`src/rtl/uart_pkg.sv`:
```
// Shared UART definitions: transmitter states, parity/length codes and length decode.
// Used by the transmitter and the baud counter shared with the future receiver.
package uart_pkg;

  typedef enum logic [2:0] {
    IDLE   = 3'd0,
    START  = 3'd1,
    DATA   = 3'd2,
    PARITY = 3'd3,
    STOP   = 3'd4
  } tx_state_t;

  localparam logic [1:0] PAR_NONE     = 2'b00;
  localparam logic [1:0] PAR_EVEN     = 2'b01;
  localparam logic [1:0] PAR_ODD      = 2'b10;
  localparam logic [1:0] PAR_NONE_ALT = 2'b11;

  localparam logic [1:0] BITS_5 = 2'b00;
  localparam logic [1:0] BITS_6 = 2'b01;
  localparam logic [1:0] BITS_7 = 2'b10;
  localparam logic [1:0] BITS_8 = 2'b11;

  function automatic logic [3:0] bits_count(input logic [1:0] code);
    logic [3:0] n;
    case (code)
      BITS_5:  n = 4'd5;
      BITS_6:  n = 4'd6;
      BITS_7:  n = 4'd7;
      default: n = 4'd8;
    endcase
    return n;
  endfunction

endpackage

```
`src/rtl/uart_baud_ctr.sv`:
```
// Bit-period counter: latches the divisor on restart and pulses tick on the last
// clock of every div+1 clock period while enabled.
module uart_baud_ctr #(
  parameter int DIV_W = 16
) (
  input  logic             clk,
  input  logic             rst,
  input  logic             restart,
  input  logic             en,
  input  logic [DIV_W-1:0] div,
  output logic             tick
);

  logic [DIV_W-1:0] ctr_reg;
  logic [DIV_W-1:0] div_reg;

  // ctr never passes div_reg, so an all-ones divisor cannot wrap the counter
  assign tick = en && (ctr_reg == div_reg);

  always_ff @(posedge clk) begin
    if (rst) begin
      ctr_reg <= '0;
      div_reg <= '0;
    end else if (restart) begin
      ctr_reg <= '0;
      div_reg <= div;
    end else if (en) begin
      if (tick) begin
        ctr_reg <= '0;
      end else begin
        ctr_reg <= ctr_reg + 1'b1;
      end
    end
  end

endmodule

```
`src/rtl/uart_tx_cfg.sv`:
```
// Configurable UART transmitter: 5-8 data bits, optional parity, 1/2 stop bits,
// runtime baud divisor, all latched per frame. Parity support needs UART_TX_PARITY_EN.
module uart_tx_cfg
  import uart_pkg::*;
#(
  parameter int DIV_W = 16
) (
  input  logic             clk,
  input  logic             rst,
  input  logic [7:0]       data,
  input  logic             valid,
  output logic             ready,
  input  logic [DIV_W-1:0] cfg_div,
  input  logic [1:0]       cfg_bits,
  input  logic [1:0]       cfg_parity,
  input  logic             cfg_stop,
  output logic             tx,
  output logic             busy,
  output logic             done
);

  tx_state_t  state_reg, state_next;
  logic       tx_reg, tx_next;
  logic       done_reg, done_next;
  logic [7:0] data_reg, data_next;
  logic [3:0] nbits_reg, nbits_next;
  logic       stop_reg, stop_next;
  logic [2:0] bit_idx_reg, bit_idx_next;
  logic       stop_idx_reg, stop_idx_next;
  logic       transfer;
  logic       tick;
  logic       last_data_bit;

  assign ready    = (state_reg == IDLE);
  assign busy     = (state_reg != IDLE);
  assign tx       = tx_reg;
  assign done     = done_reg;
  assign transfer = valid && ready;

  assign last_data_bit = ({1'b0, bit_idx_reg} == (nbits_reg - 4'd1));

  uart_baud_ctr #(
    .DIV_W(DIV_W)
  ) u_baud (
    .clk    (clk),
    .rst    (rst),
    .restart(transfer),
    .en     (busy),
    .div    (cfg_div),
    .tick   (tick)
  );

`ifdef UART_TX_PARITY_EN
  logic       par_en_reg, par_en_next;
  logic       par_bit_reg, par_bit_next;
  logic [7:0] data_mask;
  logic [3:0] nbits_in;
  logic       par_en_in;
  logic       par_bit_in;

  assign nbits_in = bits_count(cfg_bits);

  // Parity only covers the data bits actually transmitted
  for (genvar gi = 0; gi < 8; gi++) begin : g_mask
    assign data_mask[gi] = (nbits_in > 4'(gi));
  end

  assign par_en_in  = (cfg_parity == PAR_EVEN) || (cfg_parity == PAR_ODD);
  assign par_bit_in = (^(data & data_mask)) ^ (cfg_parity == PAR_ODD);

  always_ff @(posedge clk) begin
    if (rst) begin
      par_en_reg  <= 1'b0;
      par_bit_reg <= 1'b0;
    end else begin
      par_en_reg  <= par_en_next;
      par_bit_reg <= par_bit_next;
    end
  end
`else
  logic unused_cfg_parity;
  assign unused_cfg_parity = ^cfg_parity;
`endif

  always_comb begin
    state_next    = state_reg;
    tx_next       = tx_reg;
    done_next     = 1'b0;
    data_next     = data_reg;
    nbits_next    = nbits_reg;
    stop_next     = stop_reg;
    bit_idx_next  = bit_idx_reg;
    stop_idx_next = stop_idx_reg;
`ifdef UART_TX_PARITY_EN
    par_en_next   = par_en_reg;
    par_bit_next  = par_bit_reg;
`endif
    case (state_reg)
      IDLE: begin
        tx_next = 1'b1;
        if (transfer) begin
          data_next  = data;
          nbits_next = bits_count(cfg_bits);
          stop_next  = cfg_stop;
`ifdef UART_TX_PARITY_EN
          par_en_next  = par_en_in;
          par_bit_next = par_bit_in;
`endif
          tx_next    = 1'b0;
          state_next = START;
        end
      end
      START: begin
        if (tick) begin
          bit_idx_next = 3'd0;
          tx_next      = data_reg[0];
          state_next   = DATA;
        end
      end
      DATA: begin
        if (tick) begin
          if (last_data_bit) begin
            tx_next       = 1'b1;
            stop_idx_next = 1'b0;
            state_next    = STOP;
`ifdef UART_TX_PARITY_EN
            if (par_en_reg) begin
              tx_next    = par_bit_reg;
              state_next = PARITY;
            end
`endif
          end else begin
            bit_idx_next = bit_idx_reg + 3'd1;
            tx_next      = data_reg[bit_idx_reg + 3'd1];
          end
        end
      end
`ifdef UART_TX_PARITY_EN
      PARITY: begin
        if (tick) begin
          tx_next       = 1'b1;
          stop_idx_next = 1'b0;
          state_next    = STOP;
        end
      end
`endif
      STOP: begin
        tx_next = 1'b1;
        if (tick) begin
          if (stop_idx_reg == stop_reg) begin
            done_next  = 1'b1;
            state_next = IDLE;
          end else begin
            stop_idx_next = 1'b1;
          end
        end
      end
      default: begin
        tx_next    = 1'b1;
        state_next = IDLE;
      end
    endcase
  end

  always_ff @(posedge clk) begin
    if (rst) begin
      state_reg    <= IDLE;
      tx_reg       <= 1'b1;
      done_reg     <= 1'b0;
      data_reg     <= 8'd0;
      nbits_reg    <= 4'd0;
      stop_reg     <= 1'b0;
      bit_idx_reg  <= 3'd0;
      stop_idx_reg <= 1'b0;
    end else begin
      state_reg    <= state_next;
      tx_reg       <= tx_next;
      done_reg     <= done_next;
      data_reg     <= data_next;
      nbits_reg    <= nbits_next;
      stop_reg     <= stop_next;
      bit_idx_reg  <= bit_idx_next;
      stop_idx_reg <= stop_idx_next;
    end
  end

endmodule

```
`config.mk`:
```
export PLATFORM = sky130hd
export DESIGN_NAME = uart_tx_cfg
export DESIGN_NICKNAME = d
export VERILOG_FILES = /design/src/rtl/uart_pkg.sv /design/src/rtl/uart_baud_ctr.sv /design/src/rtl/uart_tx_cfg.sv
export SDC_FILE = /design/constraint.sdc
export NUM_CORES = 1
export LEC_CHECK = 0
export ABC_AREA = 1
export BUFFER_PORTS_ARGS = -buffer_cell sky130_fd_sc_hd__buf_4
export CAP_MARGIN = 0
export CORE_MARGIN = 1.5
export CORE_UTILIZATION = 58
export CTS_CLUSTER_DIAMETER = 40
export DETAILED_ROUTE_END_ITERATION = 6
export PLACE_DENSITY = 0.77
export SYNTH_ARGS = -nofsm -noshare
export SYNTH_HDL_FRONTEND = slang
export SYNTH_SLANG_ARGS = --single-unit
```
`constraint.sdc`:
```
create_clock -name clk -period 1.99 [get_ports clk]
set_clock_uncertainty 0.15 [all_clocks]
set_input_delay 0.199 -clock clk [delete_from_list [all_inputs] [get_ports clk]]
set_output_delay 0.199 -clock clk [all_outputs]
set_load 0.01 [all_outputs]
```
# After elaboration in Yosys (flattened, before gate mapping)
# Cells that the tools add are included.
# word_totals
out_inout_bits	4
word_cells	72
reg_bits	54
input_bits	32
# op_classes
n_reduce_logical	14
n_addsub	3
n_eq_ne	16
n_mux	26
bitwise	2
n_lt_le_gt_ge	1
# op_table
op	count
3-bit two-way mux	9
16-bit by 1-bit adder with 16-bit output, second input constant	1
16-bit == test	1
16-bit two-way mux	1
2-bit != test, second input constant	7
3-bit one-hot mux with 4 select lines	1
4-bit one-hot mux with 3 select lines	1
1-bit two-way mux	10
3-bit one-hot mux with 2 select lines	1
6-bit AND reduction	1
5-bit AND reduction	1
3-bit by 4-bit == test with 1-bit output	1
3-bit by 4-bit < comparator with 1-bit output, second input constant	1
2-bit AND reduction	2
4-bit AND reduction	1
2-bit nonzero test	2
4-bit by 1-bit subtractor with 4-bit output, second input constant	1
3-bit by 1-bit adder with 3-bit output, second input constant	1
1-bit binary-select mux with 3-bit select	1
3-bit by 1-bit == test with 1-bit output, second input constant	1
3-bit by 2-bit == test with 1-bit output, second input constant	1
3-bit == test, second input constant	1
3-bit zero test	1
1-bit one-hot mux with 3 select lines	1
other kinds (11)	13

# Logic depth before layout (Yosys ltp)
# depth
depth_word	6
depth_mapped	12
depth_no_buf	12

# By module
# A second synthesis with hierarchy kept.
# hier_totals
cells_unflattened	445
hier_area_um2	2931.6
# by_module_without_submodules
mod	cells_each	n_inst	seq_area_each_um2	area_per_inst_um2
uart_baud_ctr	270	1	640.6	1724.2
uart_tx_cfg	175	1	440.4	1207.4

# Worst setup path before layout
# No wires, ideal clock.
# synth_path
path_type	register to register
start	register nbits_reg[0]
end	register state_reg[2]
setup_time_ns	0.115
path_stages_with_launch	10
setup_slack_ns	0.368
arrival_ns	1.357
synth_period_minus_slack_ns	1.622
n_path_buf	0
path_cell_list	dfxtp_1 -> inv_1 -> ha_1 -> xnor2_1 -> nor2_1 -> nand3_1 -> a21oi_1 -> nand3_1 -> nand2_1 -> nor2_1
# synth_via
elab_chain_cells	4
# synth_lines
element	line	text
start: declaration	uart_tx_cfg.sv:26	logic [3:0] nbits_reg, nbits_next;
start signal: assignment	uart_tx_cfg.sv:180	nbits_reg <= nbits_next;
4-bit by 1-bit subtractor with 4-bit output	uart_tx_cfg.sv:40	assign last_data_bit = ({1'b0, bit_idx_reg} == (nbits_reg - 4'd1));
3-bit by 4-bit == test with 1-bit output	uart_tx_cfg.sv:40	
2-bit != test (no line)	--	
6-bit AND reduction (no line)	--	
end signal: assignment	uart_tx_cfg.sv:176	state_reg <= state_next;
end: declaration	uart_tx_cfg.sv:22	tx_state_t state_reg, state_next;
# Every way passes these cells.
# A chain may end at the register's enable or synchronous reset.

# Final worst setup path
# layout_path
start	register nbits_reg[0]
end	register stop_idx_reg
# layout_via
elab_chain_cells	4
# layout_lines
element	line	text
4-bit by 1-bit subtractor with 4-bit output	uart_tx_cfg.sv:40	
3-bit by 4-bit == test with 1-bit output	uart_tx_cfg.sv:40	
2-bit != test (no line)	--	
5-bit AND reduction (no line)	--	
end signal: assignment	uart_tx_cfg.sv:183	stop_idx_reg <= stop_idx_next;
end: declaration	uart_tx_cfg.sv:29	logic stop_idx_reg, stop_idx_next;
# Every way passes these cells.

==> reports/metrics.yaml <==
run_status: "finished, violations left"
failed_checks: "negative hold slack"
fill_cells: 439
average_instance_area_after_synthesis_um2: 6.77
timing.final.crit_share_pct: 93.4
synth_edf_count: 0
drc_errors: 0
seq_total_area_yosys_pct: 36.7
postSynthCellCount: 435
maxSlewViolCount: 0
rsz0062_at_grt: "true"
drt-pass1-iter-count: 4
yosys.area.top_type_share_pct: 36.7
dp.final_hpwl_um: 5270
via_count_of_the_first_global_routing_pass: 2502
max-clock-path-buffers: 2
setup_viol_count_final: 0
worstMarginPinSlew_ns: 0.346
power.density_mw_per_mm2: 1250
ctsRootBufferMaster: "clkbuf_8"
cp.arrival_ns: 1.92
die_outline_area_mm2: 0.00552
critical_path_s_slowest_cell: "dfxtp_1"
synth.ff_latch_count: 54
min-delay-start: "data[2]"
netlist_area_mm2: 0.00295
clk-insertion-delay-late_ns: 0.31
die_x_um: 74.3
timing.critical_path.cells: "inv_1 -> ha_1 -> xnor2_1 -> nor2_1 -> nand3_1 -> a21oi_1 -> nand2_1 -> nor2_1 -> nor2_1"
detailroute.via_count: 2901
dpl.cell_count: 533
worstSetupStartpointType: "register"
synthesis.nets: 473
grt_max_degree: 21
fin_total_pwr_mw: 4.27
layout.area.seq_mm2: 0.00109
finalWorstPathRequiredPeriod_ns: 1.86
maxClockFrequency_ghz: 0.538
post_synth_most_frequent_cells: "nand2_1 (115), dfxtp_1 (54), inv_1 (53), a21oi_1 (43), nor2_1 (38)"
cp.required_ns: 2.05
crit_path_end_kind: "register"
synth_most_common_cell: "nand2_1"
worstPathBufferInverterCount: 1
critPathMaxStageDelay_ns: 0.33
post_route_cells_drive_above_1_share_pct: 16.6
layout.nets: 514
multiInputGateArea_mm2: 0.00160
area.growth.synth_to_final_pct: 15.9
worst_path_dominant_cell_family: "simple AND/OR/NAND/NOR gates"
whs_ns: -0.00283
gp_routability_congestion: 0.928
overall_overflow_remaining_after_global_route: 0
max-vdd-ir-drop_mv: 0.566
final_cells: 543
antenna_found_initial: 0
grt_usage_pct: 27.0
path_type_of_the_worst_min_delay_path: "in -> reg"
clock_tree.htree_level_count: 2
async_flop_share_pct: 0
route.final.wire_length_um: 7000
placedInstanceArea_mm2: 0.00328
slew_headroom_pct: 76.9
synth_largest_area_cell: "dfxtp_1"
core_region_area_mm2: 0.00482
primary_flip_flop_cell_chosen_by_synthesis_mapping: "dfxtp_1"
rows: 25
p_leak_nw: 1.49
final_hold_viol_count: 1
yosysWarnings: 0
clock_pin_slew_on_the_worst_setup_and_hold_paths_ns: 0.09
wire_length_of_the_first_global_routing_pass_um: 11400
cts-buffers-inserted: 5
die-height_um: 74.3
tritoncts_num_sinks: 54
drt-initial-drc-count: 189
yosys.cell_types.count: 33
cp-startpoint: "nbits_reg[0]$_SDFFE_PP0P_"
timing.max_cap.violations: 0
worst_path_most_repeated_cell: "nor2_1"
place_worst_setup_slack_ns: 0.142
r2r-start: "nbits_reg[0]$_SDFFE_PP0P_"
fin_area_mm2: 0.00341
tritoncts_clock_tree: "yes"
top_level_ports: 36
wl_per_cell_um: 12.9
buffer_ports.inserted: 33
vias_per_cell: 5.34
timing.setup.critical_path_class: "reg -> reg"
antenna_cells: 0
post-route-worst-setup-slack_ns: 0.131
antenna_left: 0
floorplan.initialDensity_pct: 61.2
synth.area.top_cells: "dfxtp_1 (37%), nand2_1 (15%), a21oi_1 (7.3%)"
crit_path_max_fanout: 5
power by group:
group	switching (mW)	total [mW]	internal [mW]
clock network	0.348	0.591	0.244
logic	1.39	2.20	0.812
registers	0.159	1.48	1.32
worst paths after layout:
| check | endpoint | slack (ns) | cells after the start |
|---|---|---|---|
| max | stop_idx_reg$_SDFFE_PP0P_ | 0.13 | 9 |
| min | data_reg[2]$_SDFFE_PP0P_ | -0.003 | 3 |
| max reg2reg | stop_idx_reg$_SDFFE_PP0P_ | 0.13 | 9 |
| min reg2reg | data_reg[1]$_SDFFE_PP0P_ | 0.32 | 2 |
area by class of cell:
cell class	instances	area share (%)
Tap cell	67	2.46
Multi-Input combinational cell	311	46.9
Inverter	59	6.49
Timing Repair Buffer	45	10.1
Clock buffer	7	2.24
Sequential cell	54	31.8
through the flow:
step                util [%]  setup TNS (ns)
floorplan                  -               0
global placement        68.1               0
detailed placement      68.1               0
CTS                     69.8               0
global route            70.9          -0.102
finish                  70.9               0
worst reg2reg max path: cells and delay by family, from the launching register on:
family | cells | cell delay [ns]
buf+inv | 1 | 0.09
compound gates | 1 | 0.18
flops | 1 | 0.33
xor+xnor | 1 | 0.13
fa+ha+maj | 1 | 0.33
simple gates | 5 | 0.56
layout by cell type (no fill, tap or decap), drive strengths merged:
cell type	n
buf	42
o22ai	2
dlygate4sd3	3
inv	59
o21ai	29
ha	6
xnor2	5
nor4	1
nor2	45
nand3	26
dfxtp	54
clkbuf	7
nand3b	1
nand4	7
nand2	121
xor2	6
a21oi	43
nor3b	4
a211oi	1
nor3	14
layer usage:
layer | part of all wire (%) | track usage [%]
met1 | 49 | 38.6
met2 | 45 | 42.4
met3 | 4.8 | 2.85
met5 | 0 | 0
met4 | 1.1 | 9.09
cell families after synthesis:
kind of cell | after synthesis | synth area share, %
XOR/XNOR | 11 | 3.27
buffers and inverters | 70 | 9.81
flip-flops | 54 | 36.7
AO/OA/AOI/OAI | 75 | 12.9
adder cells (fa/ha/maj) | 6 | 2.55
AND/OR/NAND/NOR | 219 | 34.8
repair_timing:
action                                  in CTS  in global routing
gates resized for setup                      0                  8
buffers inserted                             0                  0
hold buffers                                 1                  2
endpoints found under the setup margin       0                 22
hold endpoints to repair                     1                  2
No activity file was read; power rests on OpenSTA's default activity.
